[config.mk]
export PLATFORM = sky130hd
export DESIGN_NAME = mem_stage
export DESIGN_NICKNAME = d
export VERILOG_FILES = /design/src/rtl/mem_pkg.sv /design/src/rtl/mem_load_align.sv /design/src/rtl/mem_stage.sv
export SDC_FILE = /design/constraint.sdc
export NUM_CORES = 1
export LEC_CHECK = 0
export CAP_MARGIN = 20
export CORE_MARGIN = 4
export CORE_UTILIZATION = 40
export DETAILED_ROUTE_END_ITERATION = 10
export PLACE_DENSITY = 0.84
export RECOVER_POWER = 25
export SETUP_SLACK_MARGIN = 0.1
export SYNTH_ARGS = -nofsm -noshare
export SYNTH_HDL_FRONTEND = slang
export SYNTH_SLANG_ARGS = --single-unit
[constraint.sdc]
create_clock -name CLK -period 1.9 [get_ports CLK]
set_input_delay 0.285 -clock CLK [delete_from_list [all_inputs] [get_ports CLK]]
set_output_delay 0.285 -clock CLK [all_outputs]
set_load 0.005 [all_outputs]
[src/rtl/mem_pkg.sv]
// Shared definitions for the memory stage: access-size codes (funct3),
// base byte-enable patterns, the FSM state type, the captured bus request
// and small helpers for legality, byte enables and store lane replication.
package mem_pkg;

  localparam logic [2:0] MP_LB  = 3'b000;
  localparam logic [2:0] MP_LH  = 3'b001;
  localparam logic [2:0] MP_LW  = 3'b010;
  localparam logic [2:0] MP_LBU = 3'b100;
  localparam logic [2:0] MP_LHU = 3'b101;

  localparam logic [3:0] BE_BYTE = 4'b0001;
  localparam logic [3:0] BE_HALF = 4'b0011;
  localparam logic [3:0] BE_WORD = 4'b1111;

  typedef enum logic {
    ST_IDLE = 1'b0,
    ST_BUS  = 1'b1
  } state_e;

  typedef struct packed {
    logic [31:0] addr;
    logic [31:0] wdata;
    logic [3:0]  be;
    logic        we;
  } bus_req_t;

  // Code must be legal for the direction and the address naturally aligned.
  function automatic logic access_ok(input logic is_load, input logic [2:0] code,
                                     input logic [1:0] off);
    logic ok;
    ok = 1'b0;
    case (code)
      MP_LB:   ok = 1'b1;
      MP_LH:   ok = ~off[0];
      MP_LW:   ok = (off == 2'b00);
      MP_LBU:  ok = is_load;
      MP_LHU:  ok = is_load & ~off[0];
      default: ok = 1'b0;
    endcase
    return ok;
  endfunction

  function automatic logic [3:0] base_be(input logic [1:0] size);
    logic [3:0] be;
    case (size)
      2'b00:   be = BE_BYTE;
      2'b01:   be = BE_HALF;
      default: be = BE_WORD;
    endcase
    return be;
  endfunction

  // Replicate store data across all byte lanes so any enabled lane carries it.
  function automatic logic [31:0] lane_data(input logic [1:0] size, input logic [31:0] d);
    logic [31:0] w;
    case (size)
      2'b00:   w = {4{d[7:0]}};
      2'b01:   w = {2{d[15:0]}};
      default: w = d;
    endcase
    return w;
  endfunction

endpackage

[src/rtl/mem_load_align.sv]
// Load data alignment: shifts the read word down by the byte offset and
// truncates plus sign/zero extends according to the access code.
// Ports: rdata_i read word, off_i byte offset, code_i funct3, data_o result.
module mem_load_align
  import mem_pkg::*;
(
  input  logic [31:0] rdata_i,
  input  logic [1:0]  off_i,
  input  logic [2:0]  code_i,
  output logic [31:0] data_o
);

  logic [31:0] shifted;

  always_comb begin
    shifted = rdata_i >> {off_i, 3'b000};
    case (code_i)
      MP_LB:   data_o = {{24{shifted[7]}}, shifted[7:0]};
      MP_LH:   data_o = {{16{shifted[15]}}, shifted[15:0]};
      MP_LBU:  data_o = {24'b0, shifted[7:0]};
      MP_LHU:  data_o = {16'b0, shifted[15:0]};
      default: data_o = shifted;
    endcase
  end

endmodule

[src/rtl/mem_stage.sv]
// Pipeline memory stage. Non-memory ops and branches resolve in one cycle;
// legal loads/stores run a data-bus transaction in BUS state until dmem_ack
// or ACK_TIMEOUT cycles elapse. Misaligned/illegal accesses pulse misalign.
// Ports: CLK/RST_N; execute-stage inputs (alu_res, PC_i, branch_offset_i,
// store_value_i, alu_wb_en, load_flag_i, mem_en_i, branch_flag_i, rd_i,
// mem_para_i); data bus (dmem_*); write-back (wb_*); branch redirect
// (branch_take, branch_target); stall, misalign, bus_fault.
module mem_stage
  import mem_pkg::*;
#(
  parameter int unsigned ACK_TIMEOUT = 16
) (
  input  logic        CLK,
  input  logic        RST_N,
  input  logic [31:0] alu_res,
  input  logic [31:0] PC_i,
  input  logic [31:0] branch_offset_i,
  input  logic [31:0] store_value_i,
  input  logic        alu_wb_en,
  input  logic        load_flag_i,
  input  logic        mem_en_i,
  input  logic        branch_flag_i,
  input  logic [4:0]  rd_i,
  input  logic [2:0]  mem_para_i,
  output logic        dmem_req,
  output logic        dmem_we,
  output logic [31:0] dmem_addr,
  output logic [31:0] dmem_wdata,
  output logic [3:0]  dmem_be,
  input  logic        dmem_ack,
  input  logic [31:0] dmem_rdata,
  output logic        wb_en,
  output logic [4:0]  wb_rd,
  output logic [31:0] wb_data,
  output logic        branch_take,
  output logic [31:0] branch_target,
  output logic        stall,
  output logic        misalign,
  output logic        bus_fault
);

  localparam int unsigned CNT_W = (ACK_TIMEOUT > 1) ? $clog2(ACK_TIMEOUT) : 1;
  localparam logic [CNT_W-1:0] CNT_LAST = CNT_W'(ACK_TIMEOUT - 1);

  state_e            state_q, state_d;
  logic [CNT_W-1:0]  cnt_q, cnt_d;
  bus_req_t          req_q, req_d;
  logic              ld_q, ld_d;
  logic              wbreq_q, wbreq_d;
  logic [4:0]        rd_q, rd_d;
  logic [2:0]        code_q, code_d;
  logic [1:0]        off_q, off_d;
  logic              wb_en_q, wb_en_d;
  logic [4:0]        wb_rd_q, wb_rd_d;
  logic [31:0]       wb_data_q, wb_data_d;
  logic              br_take_q, br_take_d;
  logic [31:0]       br_tgt_q, br_tgt_d;
  logic              mis_q, mis_d;
  logic              fault_q, fault_d;
  logic [31:0]       ld_data;
  logic              in_bus;

  mem_load_align u_align (
    .rdata_i (dmem_rdata),
    .off_i   (off_q),
    .code_i  (code_q),
    .data_o  (ld_data)
  );

  // Next-state and registered-output logic.
  always_comb begin
    state_d   = state_q;
    cnt_d     = cnt_q;
    req_d     = req_q;
    ld_d      = ld_q;
    wbreq_d   = wbreq_q;
    rd_d      = rd_q;
    code_d    = code_q;
    off_d     = off_q;
    wb_en_d   = 1'b0;
    wb_rd_d   = wb_rd_q;
    wb_data_d = wb_data_q;
    br_take_d = 1'b0;
    br_tgt_d  = br_tgt_q;
    mis_d     = 1'b0;
    fault_d   = 1'b0;
    case (state_q)
      ST_IDLE: begin
        if (mem_en_i) begin
          if (!access_ok(load_flag_i, mem_para_i, alu_res[1:0])) begin
            mis_d = 1'b1;
          end else begin
            state_d     = ST_BUS;
            cnt_d       = '0;
            req_d.addr  = {alu_res[31:2], 2'b00};
            req_d.be    = 4'(base_be(mem_para_i[1:0]) << alu_res[1:0]);
            req_d.wdata = lane_data(mem_para_i[1:0], store_value_i);
            req_d.we    = ~load_flag_i;
            ld_d        = load_flag_i;
            wbreq_d     = alu_wb_en;
            rd_d        = rd_i;
            code_d      = mem_para_i;
            off_d       = alu_res[1:0];
          end
        end else if (branch_flag_i) begin
          br_take_d = alu_res[0];
          br_tgt_d  = PC_i + branch_offset_i;
        end else begin
          wb_en_d   = alu_wb_en && (rd_i != 5'd0);
          wb_rd_d   = rd_i;
          wb_data_d = alu_res;
        end
      end
      ST_BUS: begin
        if (dmem_ack) begin
          state_d = ST_IDLE;
          cnt_d   = '0;
          if (ld_q) begin
            wb_en_d   = wbreq_q && (rd_q != 5'd0);
            wb_rd_d   = rd_q;
            wb_data_d = ld_data;
          end
        end else if (cnt_q == CNT_LAST) begin
          state_d = ST_IDLE;
          cnt_d   = '0;
          fault_d = 1'b1;
        end else begin
          cnt_d = cnt_q + CNT_W'(1);
        end
      end
      default: state_d = ST_IDLE;
    endcase
  end

  // State and output registers.
  always_ff @(posedge CLK or negedge RST_N) begin
    if (!RST_N) begin
      state_q   <= ST_IDLE;
      cnt_q     <= '0;
      req_q     <= '0;
      ld_q      <= 1'b0;
      wbreq_q   <= 1'b0;
      rd_q      <= 5'd0;
      code_q    <= 3'd0;
      off_q     <= 2'd0;
      wb_en_q   <= 1'b0;
      wb_rd_q   <= 5'd0;
      wb_data_q <= 32'd0;
      br_take_q <= 1'b0;
      br_tgt_q  <= 32'd0;
      mis_q     <= 1'b0;
      fault_q   <= 1'b0;
    end else begin
      state_q   <= state_d;
      cnt_q     <= cnt_d;
      req_q     <= req_d;
      ld_q      <= ld_d;
      wbreq_q   <= wbreq_d;
      rd_q      <= rd_d;
      code_q    <= code_d;
      off_q     <= off_d;
      wb_en_q   <= wb_en_d;
      wb_rd_q   <= wb_rd_d;
      wb_data_q <= wb_data_d;
      br_take_q <= br_take_d;
      br_tgt_q  <= br_tgt_d;
      mis_q     <= mis_d;
      fault_q   <= fault_d;
    end
  end

  // Bus controls follow the state register so reset drops them at once.
  assign in_bus        = (state_q == ST_BUS);
  assign stall         = in_bus;
  assign dmem_req      = in_bus;
  assign dmem_we       = in_bus & req_q.we;
  assign dmem_be       = in_bus ? req_q.be : 4'b0000;
  assign dmem_addr     = req_q.addr;
  assign dmem_wdata    = req_q.wdata;
  assign wb_en         = wb_en_q;
  assign wb_rd         = wb_rd_q;
  assign wb_data       = wb_data_q;
  assign branch_take   = br_take_q;
  assign branch_target = br_tgt_q;
  assign misalign      = mis_q;
  assign bus_fault     = fault_q;

endmodule

==> results of run 1 <==
## flip-flops by register name, summed over array words and instances (netlist names)
name and cells:
off_q 2, bus_fault 1, rd_q 5, wb_en 1
misalign 1, wb_data 32, req_q 5, cnt_q 4
dmem_wdata 32, wbreq_q 1, code_q 3, branch_take 1
ld_q 1, dmem_addr 30, wb_rd 5, dmem_req 1
branch_target 32
## worst min path at each step
stage / to / slack, ns / cells past startpoint
floorplan: branch_take / -0.01 / 0
global placement: dmem_addr[6] / 0.26 / 1
detailed placement: dmem_addr[6] / 0.25 / 1
CTS: branch_target[0] / 0.16 / 4
global route: branch_target[0] / 0.18 / 4
finish: branch_target[0] / 0.18 / 4
## cells by family after synthesis
family,after synthesis,share of synthesized area
AO/OA/AOI/OAI,268,0.1729
XOR/XNOR,26,0.02452
adder cells (fa/ha/maj),33,0.04527
buffers and inverters,138,0.08677
flip-flops,157,0.4231
multiplexers,56,0.06050
other,1,0.0004038
AND/OR/NAND/NOR,414,0.1866
## worst max-delay path: stages
cell and delay (ns):
dlygate4sd2_1 0.26, ha_4 0.28, inv_1 0.05, o21bai_1 0.19
a221oi_2 0.12, or4_4 0.44, a31o_4 0.25, or4_1 0.41
nand4_1 0.08
## layout by cell type, fill, tap and decap left out, types with 22 or more instances in the layout
cell type        netlist  final
o21ai_1               27     43
mux2i_1               55     53
dfrtp_1              157    154
ha_4                   0     29
nand2_1              279    268
o21ai_0               77     51
clkbuf_16              0     27
a21oi_1               73     48
clkdlybuf4s50_1        0    251
buf_6                  3     36
dlygate4sd2_1          0     22
buf_4                 68    130
nor2_1                63     55
## layer usage
metal | track usage | vias to the layer above | share of wire
li1 | - | 4506 | -
met1 | 0.2956 | 4782 | 0.36
met2 | 0.4674 | 532 | 0.50
met3 | 0.09520 | 106 | 0.098
met4 | 0.1087 | 2 | 0.045
met5 | 0 | - | 0.00034
## per-stage QoR
stage	instance area, um2	hold slack (ns)	total power (uW)	cells
floorplan	9580	-0.01059	7204	1094
global placement	13440	0.2565	9792	1694
detailed placement	13440	0.2533	9939	1694
CTS	14760	0.1644	13850	1759
global route	15590	0.1782	15100	1788
finish	15590	0.1816	14380	1788
## cell type report
class / count / area (um2) / share of cell area
multi-input cells: 799 / 5623 / 0.3607
repair buffers: 506 / 5057 / 0.3244
flip-flops and latches: 157 / 3933 / 0.2522
clock buffers: 18 / 439.2 / 0.02817
well taps: 285 / 356.6 / 0.02287
clock inverters: 14 / 148.9 / 0.009551
inverters: 8 / 30.03 / 0.001926
diodes: 1 / 2.502 / 0.0001605
## repair_timing
action	in CTS	in global routing
hold buffers	1	0
gates resized for setup	215	140
setup endpoints to repair	49	75
buffers inserted	30	19
pin swaps	68	56
endpoints found under the hold margin	38	0
cloned	3	12
## power by group through the flow
| stage | Clock [uW] | Combinational, uW | Sequential (uW) |
|---|---|---|---|
| 2_1_floorplan | 0 | 2500 | 4700 |
| 3_3_place_gp | 0 | 5020 | 4780 |
| 3_5_place_dp | 0 | 5130 | 4810 |
| 4_1_cts | 3560 | 5530 | 4770 |
| 5_1_grt | 3700 | 6500 | 4900 |
| 6_report | 3500 | 6080 | 4800 |
==> results_dict.tcl, run 1 <==
set metrics [dict create \
    outcome "finished, violations left" \
    violations "negative setup slack" \
    r2r.worst_path.cells 9 \
    fin_setup_tns_ns -0.2823 \
    postSynthAreaPerCell_um2 8.496 \
    timing.fmax_ghz 0.4979 \
    synth_most_common_cell "nand2_1" \
    hold_viol_final 0 \
    drc_errors 0 \
    area_growth_pct 67.88 \
    grt_overflow 0 \
    die-area_mm2 0.02572 \
    synth_ff_type "dfrtp_1" \
    post-route-min-period_ns 2.008 \
    finalCritPeriodShare 1.057 \
    path_max_fanout 4 \
    hold_start "branch_offset_i[0]" \
    place_congestion 0.9457 \
    reg2reg_to "wb_data[20]" \
    wl_per_cell_um 21.59 \
    crit_path_end_kind "flop" \
    tritoncts "yes" \
    initial_core_util 0.4089 \
    yosysTopAreaCellShare 0.4231 \
    startpoint "branch_offset_i[10]" \
    antenna_found_initial 2 \
    grt_pass1_wl_um 54360 \
    num_vias 9928 \
    cts_sinks 157 \
    rsz0062_at_grt "true" \
    max_slew_margin 0.2104 \
    cts_root_buffer "clkbuf_16" \
    drt_iter0_drc 927 \
    htreeDepth 4 \
    grtUsageTotal 0.2669 \
    yosysWarnings 0 \
    skew_ns 0.01109 \
    fin_ws_ns -0.1084 \
    rows 55 \
    crit_path_end "branch_target[28]" \
    ys_types 60 \
    die_height_um 160.4 \
    nFillCells 1645 \
    path_class "input port to flop" \
    ios 319 \
    wl_um 38590 \
    grt_pass1_vias 10000 \
    drive_above_1_share 0.2643 \
    clock_tree.buffer_depth 2 \
    hp-class "input port to flop" \
    dr.pass1.iters 6 \
    switching_share 0.3418 \
    seq_area_frac_synth 0.4231 \
    die_width_um 160.4 \
    ant_nets 0 \
    cp.arrival_ns 2.36 \
    place_ws_ns -0.8994 \
    cp-start-kind "input port" \
    synthCells 1093 \
    async_reset_ff_frac 1.000 \
    power_frac_comb 0.423 \
    maxCapViolations 0 \
    vdd_drop_max_uv 479.0 \
    rr_startpoint "off_q[1]" \
    pwr-share-seq 0.334 \
    p_leak_uw 0.007025 \
    setup_viol 7 \
    core_mm2 0.02271 \
    p_clk_frac 0.243 \
    clkTransAtPathRegs_ns 0.07 \
    tightest_slew_ns 1.184 \
    slew_violations 0 \
    via_per_inst 5.553 \
    synthTopCellsByCount "nand2_1 (279), dfrtp_1 (157), o21ai_0 (77), a21oi_1 (73), buf_4 (68)" \
    clock_latency_ns 0.43 \
    cts_buffers 17 \
    synthTopCellsByArea "dfrtp_1 (42%), nand2_1 (11%), mux2i_1 (5.9%), buf_4 (5.5%), ha_1 (4.3%)" \
    p_switching_uw 4913 \
    final_util 0.6865 \
    synth_edf_count 0 \
    power.density_mw_per_mm2 922.1 \
    dp_hpwl_um 25870 \
    io_buffer_count 316 \
    synth_top_area_cell "dfrtp_1" \
    synth_seq_cells 157 \
    intPower_uw 9463 \
    critPathRequiredTime_ns 2.26 \
    grt_max_degree 65 \
    final_nets 1697 \
    netlist_area_mm2 0.009286 \
    reg2reg_slack_ns -0.01 \
]
No activity file was read; power rests on OpenSTA's default activity.
==> inputs of run 2 (changes only) <==
--- a/config.mk
+++ b/config.mk
@@ -5,7 +5,7 @@
 export SDC_FILE = /design/constraint.sdc
 export NUM_CORES = 1
 export LEC_CHECK = 0
-export CAP_MARGIN = 20
+export CAP_MARGIN = 5
 export CORE_MARGIN = 4
 export CORE_UTILIZATION = 40
 export DETAILED_ROUTE_END_ITERATION = 10
==> results of run 2 <==
Same layout as run 1: the final DEF is identical, and so are final timing and power.
==> inputs of run 3 (changes only) <==
--- a/config.mk
+++ b/config.mk
@@ -5,6 +5,7 @@
 export SDC_FILE = /design/constraint.sdc
 export NUM_CORES = 1
 export LEC_CHECK = 0
+export ABC_CLOCK_PERIOD_IN_PS = 1900
 export CAP_MARGIN = 5
 export CORE_MARGIN = 4
 export CORE_UTILIZATION = 40
==> results of run 3 <==
Same layout as run 1: the final DEF is identical, and so are final timing and power.
